## config.mk

```make
export PLATFORM = sky130hd
export DESIGN_NAME = prm_edge_query_seq
export DESIGN_NICKNAME = d
export VERILOG_FILES = /design/src/rtl/prm_edge_query_seq.sv
export SDC_FILE = /design/constraint.sdc
export NUM_CORES = 1
export LEC_CHECK = 0
export ABC_AREA = 1
export CORE_UTILIZATION = 35
export CTS_CLUSTER_DIAMETER = 120
export CTS_CLUSTER_SIZE = 14
export DETAILED_ROUTE_END_ITERATION = 10
export PLACE_DENSITY = 0.57
export SYNTH_ARGS = -nofsm -noshare
export SYNTH_HDL_FRONTEND = slang
export SYNTH_SLANG_ARGS = --single-unit
```

## constraint.sdc

```tcl
create_clock -name CLK -period 4.6 [get_ports CLK]
set_input_delay 0.69 -clock CLK [delete_from_list [all_inputs] [get_ports CLK]]
set_output_delay 0.69 -clock CLK [all_outputs]
set_load 0.01 [all_outputs]
```

## src/rtl/prm_edge_query_seq.sv

```systemverilog
// rtl/prm_edge_query_seq.sv - PRM obstacle-check initiator: scans a run of edge codes through the checker.
// Optional early exit on first blocked code: define PRM_EDGE_EARLY_EXIT_EN.
module prm_edge_query_seq #(
  parameter int VEC_W   = 15,
  parameter int MAX_N   = 32,
  parameter int CNT_W   = 6,
  parameter int CHK_LAT = 0
) (
  input  logic             CLK,
  input  logic             RST,
  input  logic             req_valid,
  output logic             req_ready,
  input  logic [VEC_W-1:0] req_base,
  input  logic [CNT_W-1:0] req_len,
  output logic [VEC_W-1:0] chk_vec,
  input  logic             chk_mask,
  output logic             rsp_valid,
  input  logic             rsp_ready,
  output logic [MAX_N-1:0] rsp_bitmap,
  output logic             rsp_blocked,
  output logic [CNT_W-1:0] rsp_first,
  output logic [CNT_W-1:0] rsp_count
);

  typedef enum logic [1:0] {IDLE, DRIVE, WAIT, DONE} state_t;

  localparam logic [2:0]       LAT   = 3'(CHK_LAT);
  localparam logic [CNT_W-1:0] MAX_L = CNT_W'(MAX_N);

  state_t           state, state_nx;
  logic [CNT_W-1:0] len_q, idx, len_c;
  logic [2:0]       dly;
  logic             hit, accept, sample, last, stop;

  assign req_ready   = (state == IDLE);
  assign rsp_valid   = (state == DONE);
  assign rsp_blocked = hit;
  assign accept      = req_valid && req_ready;
  assign len_c       = (req_len > MAX_L) ? MAX_L : req_len;
  assign sample      = ((state == DRIVE) || (state == WAIT)) && (dly == LAT);
  assign last        = (idx == len_q - CNT_W'(1));
`ifdef PRM_EDGE_EARLY_EXIT_EN
  assign stop        = last || chk_mask;
`else
  assign stop        = last;
`endif

  always_ff @(posedge CLK) begin
    if (RST) state <= IDLE;
    else     state <= state_nx;
  end

  // WAIT only appears when CHK_LAT > 0: it covers the hold cycles of each code.
  always_comb begin
    state_nx = state;
    case (state)
      IDLE:        if (accept) state_nx = (len_c == '0) ? DONE : DRIVE;
      DRIVE, WAIT: if (sample) state_nx = stop ? DONE : DRIVE;
                   else        state_nx = WAIT;
      DONE:        if (rsp_ready) state_nx = IDLE;
      default:     state_nx = IDLE;
    endcase
  end

  always_ff @(posedge CLK) begin
    if (RST) begin
      chk_vec    <= '0;
      len_q      <= '0;
      idx        <= '0;
      dly        <= '0;
      hit        <= 1'b0;
      rsp_bitmap <= '0;
      rsp_first  <= '0;
      rsp_count  <= '0;
    end else begin
      case (state)
        IDLE: begin
          if (accept) begin
            rsp_bitmap <= '0;
            rsp_first  <= '0;
            rsp_count  <= '0;
            hit        <= 1'b0;
            idx        <= '0;
            dly        <= '0;
            len_q      <= len_c;
            if (len_c != '0) chk_vec <= req_base;
          end
        end
        DRIVE, WAIT: begin
          if (sample) begin
            rsp_bitmap <= rsp_bitmap | (MAX_N'(chk_mask) << idx);
            if (chk_mask && !hit) rsp_first <= idx;
            if (chk_mask) hit <= 1'b1;
            rsp_count <= rsp_count + CNT_W'(chk_mask);
            if (!stop) begin
              idx     <= idx + CNT_W'(1);
              chk_vec <= chk_vec + VEC_W'(1);
              dly     <= '0;
            end
          end else begin
            dly <= dly + 3'd1;
          end
        end
        default: ;
      endcase
    end
  end

endmodule

```

==> summary.txt <==
Status
  • Outcome: finished clean

Global route
  • First-pass GRT wire length: 16610 um
  • GRT Resource Usage Total: 18.51%
  • Initial antenna violation count: 0
  • Largest net degree at the start of global routing: 36
  • Remaining Overflow, GRT: 0
  • Vias in the first global route: 3525

Pwr
  • Lkg Pwr: 1.963 nW
  • Pwr dens: 325.6 mW/mm2
  • Net Switching: 0.5210 mW
  • Sequential power share: 45.6%
  • Cell internal pwr: 1.090 mW
  • Sw Share: 32.33%
  • Peak VDD IR: 0.1546 mV
  • Combinational Power Share: 20.6%
  • Clock share of power: 33.8%

STA
  • WHS: 474.1 ps
  • FMAX: 0.3435 GHz
  • Post-layout minimum cycle time: 2911 ps
  • Slew headroom: 35.61%
  • TNS Setup: 0 ps
  • Setup Viol. Count Final: 0
  • RSZ-0062 raised after global routing: no
  • Hold Fails Final Rpt: 0
  • Tcrit/Tclk final: 63.29%
  • Final Max Tran Viols: 0
  • Slew @ Worst Pin: 960.0 ps
  • Clock skew: 14.65 ps

Synthesis
  • Yosys cell types: 34
  • Xor-xnor portion of the synthesized cell area: 1.852%
  • Sequential share of the synthesized area: 40.74%
  • Dominant synthesized flop cell: dfxtp_1
  • Syn Nets: 593
  • Flip-flop and latch count after synthesis: 77
  • Post-synth top area share: 40.74%
  • Ys async rst share: 0%
  • Multiplexer share of the synthesized area: 0%
  • Post-Syn Area: 0.003784 mm2
  • Largest family of logic cells by synthesized area: simple AND/OR/NAND/NOR gates
  • Ranking of synthesized cells by area: dfxtp_1 41%, nand2_1 13%, nor2_1 11%
  • Avg Synthesized Cell Area: 6.781 um2
  • Compound-cell area share of the yosys netlist: 12.63%
  • Post-synth top area cell: dfxtp_1
  • Synth Instances: 558
  • Simple-gate share of the synthesized area: 33.60%
  • Adder-cell share of the synthesized area: 2.976%
  • EDFF count, synth: 0
  • Yosys warns: 0

Worst setup path
  • Worst setup path class: reg2reg
  • Register-to-register setup slack: 1690 ps
  • CP Capture Type: register
  • CP required: 4870 ps
  • Critical path arrival: 3180 ps
  • Critical path peak fanout: 35
  • CP startpoint kind: register

Routing
  • DR WL/cell: 12.85 um
  • Detailed Route Iter0 Violations: 221
  • M1 WL: 4800 um
  • Drt pass-1 iters: 4
  • DR WL met3: 394 um
  • Vias: 3728
  • Drt total wl: 9998 um
  • Vias/cell: 4.792
  • Antenna Violating Nets Remaining: 0
  • Met2 wire length: 4687 um
  • DR DRC count: 0
  • Top Metal Used: met4

Clocking
  • Clock-pin slew of the registers on the worst-case setup and hold paths: 90 ps
  • Postcts setup bufs: 0
  • Worst-Skew Late Latency: 360 ps
  • Sinks on Clock Net: 77
  • Hold Buf Count CTS: 0
  • H-tree Lvls: 3
  • Root Driver: clkbuf_8
  • Clock buffer depth: 2
  • PostCTS Resize Cnt: 0
  • CTS tree: done
  • TritonCTS Buffers: 9

Place
  • GP Congestion: 0.8480
  • Detail Placement HPWL: 6925 um
  • PortBufs: 87

Die
  • Starting Density: 36.32%
  • Core area: 0.01042 mm2
  • DIE AREA: 0.01123 mm2
  • I/O Pins: 88
  • Cell row count: 37
  • Die width: 106.0 um
  • Die H: 106.0 um

Finish
  • Share of layout cells above drive strength 1: 5.763%
  • Filler Cell Count: 1090
  • Most common cell after layout, fill and taps aside: nand2_1
  • Most frequent cells in the layout: 132 x nand2_1, 108 x nor2_1, 87 x clkdlybuf4s50_1, 77 x dfxtp_1, 56 x a21oi_1
  • Layout Nets: 672
  • Diodes inserted: 0
  • Area Growth Syn to Fin: 30.79%

Run
  • Max-Cap Viols: 0

Min path
  • Worst Hold Class: reg2reg
[synth_stat cells, types with 3 or more instances]
cell type,instances
buf_2,7
buf_4,3
a31oi_1,3
nand3_1,27
xor2_1,6
a21oi_1,56
nor2_1,108
clkbuf_1,10
o21ai_0,16
inv_2,6
nor3_4,3
inv_1,47
nor3_1,13
a211oi_1,4
ha_1,9
nand2_1,132
nand4_1,8
dfxtp_1,77
[registers in the layout, summed over array words and instances, names as in the netlist]
| name | count |
|---|---|
| chk_vec | 15 |
| dly | 3 |
| rsp_count | 6 |
| len_q | 6 |
| rsp_bitmap | 32 |
| rsp_blocked | 1 |
| idx | 6 |
| state | 2 |
| rsp_first | 6 |
[worst max-delay path: stages (launching register included)]
cell,delay (ps)
dfxtp_1,360
inv_1,50
ha_1,260
buf_4,250
inv_2,270
a21oi_1,370
clkinv_1,830
nor3b_1,400
[routing by layer]
metal	track usage [%]	vias up
met5	0	-
met4	5.952	0
met3	3.127	9
met2	31.89	72
met1	23.47	1695
li1	-	1952
[power by group through the flow]
stage | sequential [mW] | combinational [mW] | clock (mW)
6_report | 0.734 | 0.332 | 0.545
2_1_floorplan | 0.749 | 0.209 | 0
3_5_place_dp | 0.749 | 0.333 | 0
5_1_grt | 0.739 | 0.377 | 0.581
3_3_place_gp | 0.749 | 0.331 | 0
4_1_cts | 0.734 | 0.335 | 0.561
[through the flow]
stage / setup WS, ps / utilization (%) / instances / cell area (um2) / total power [mW]
after global placement: 1531 / 45.54 / 762 / 4743 / 1.079
final: 1689 / 47.51 / 778 / 4949 / 1.611
after floorplan: 2861 / - / 558 / 3784 / 0.9579
after global routing: 1465 / 47.51 / 778 / 4949 / 1.698
after CTS: 1663 / 47.51 / 778 / 4949 / 1.629
after detailed placement: 1477 / 45.54 / 762 / 4743 / 1.082
[logic make-up (layout without fill, tap and decap cells)]
kind of cell | Yosys count | in the layout
flops | 77 | 77
compound gates | 87 | 87
buf+inv | 77 | 161
fa+ha+maj | 9 | 9
xor+xnor | 8 | 8
simple gates | 300 | 300
[area by class of cell]
class / instances / area (um2) / area share, %
clock buffer: 9 / 123.9 / 2.503
multi-input combinational: 404 / 1932 / 39.04
sequential: 77 / 1541 / 31.15
tap: 136 / 170.2 / 3.439
inverter: 55 / 206.4 / 4.172
clock inverter: 7 / 81.33 / 1.643
timing repair buffer: 90 / 893.4 / 18.05
[worst paths after layout]
| check | from | endpoint | cells after the start |
|---|---|---|---|
| setup / recovery | state[1] | rsp_count[5] | 7 |
| hold / removal | rsp_bitmap[28] | rsp_bitmap[28] | 2 |
| setup reg to reg | state[1] | rsp_count[5] | 7 |
| hold reg to reg | rsp_bitmap[28] | rsp_bitmap[28] | 2 |
Power figures use the tool's default switching activity.
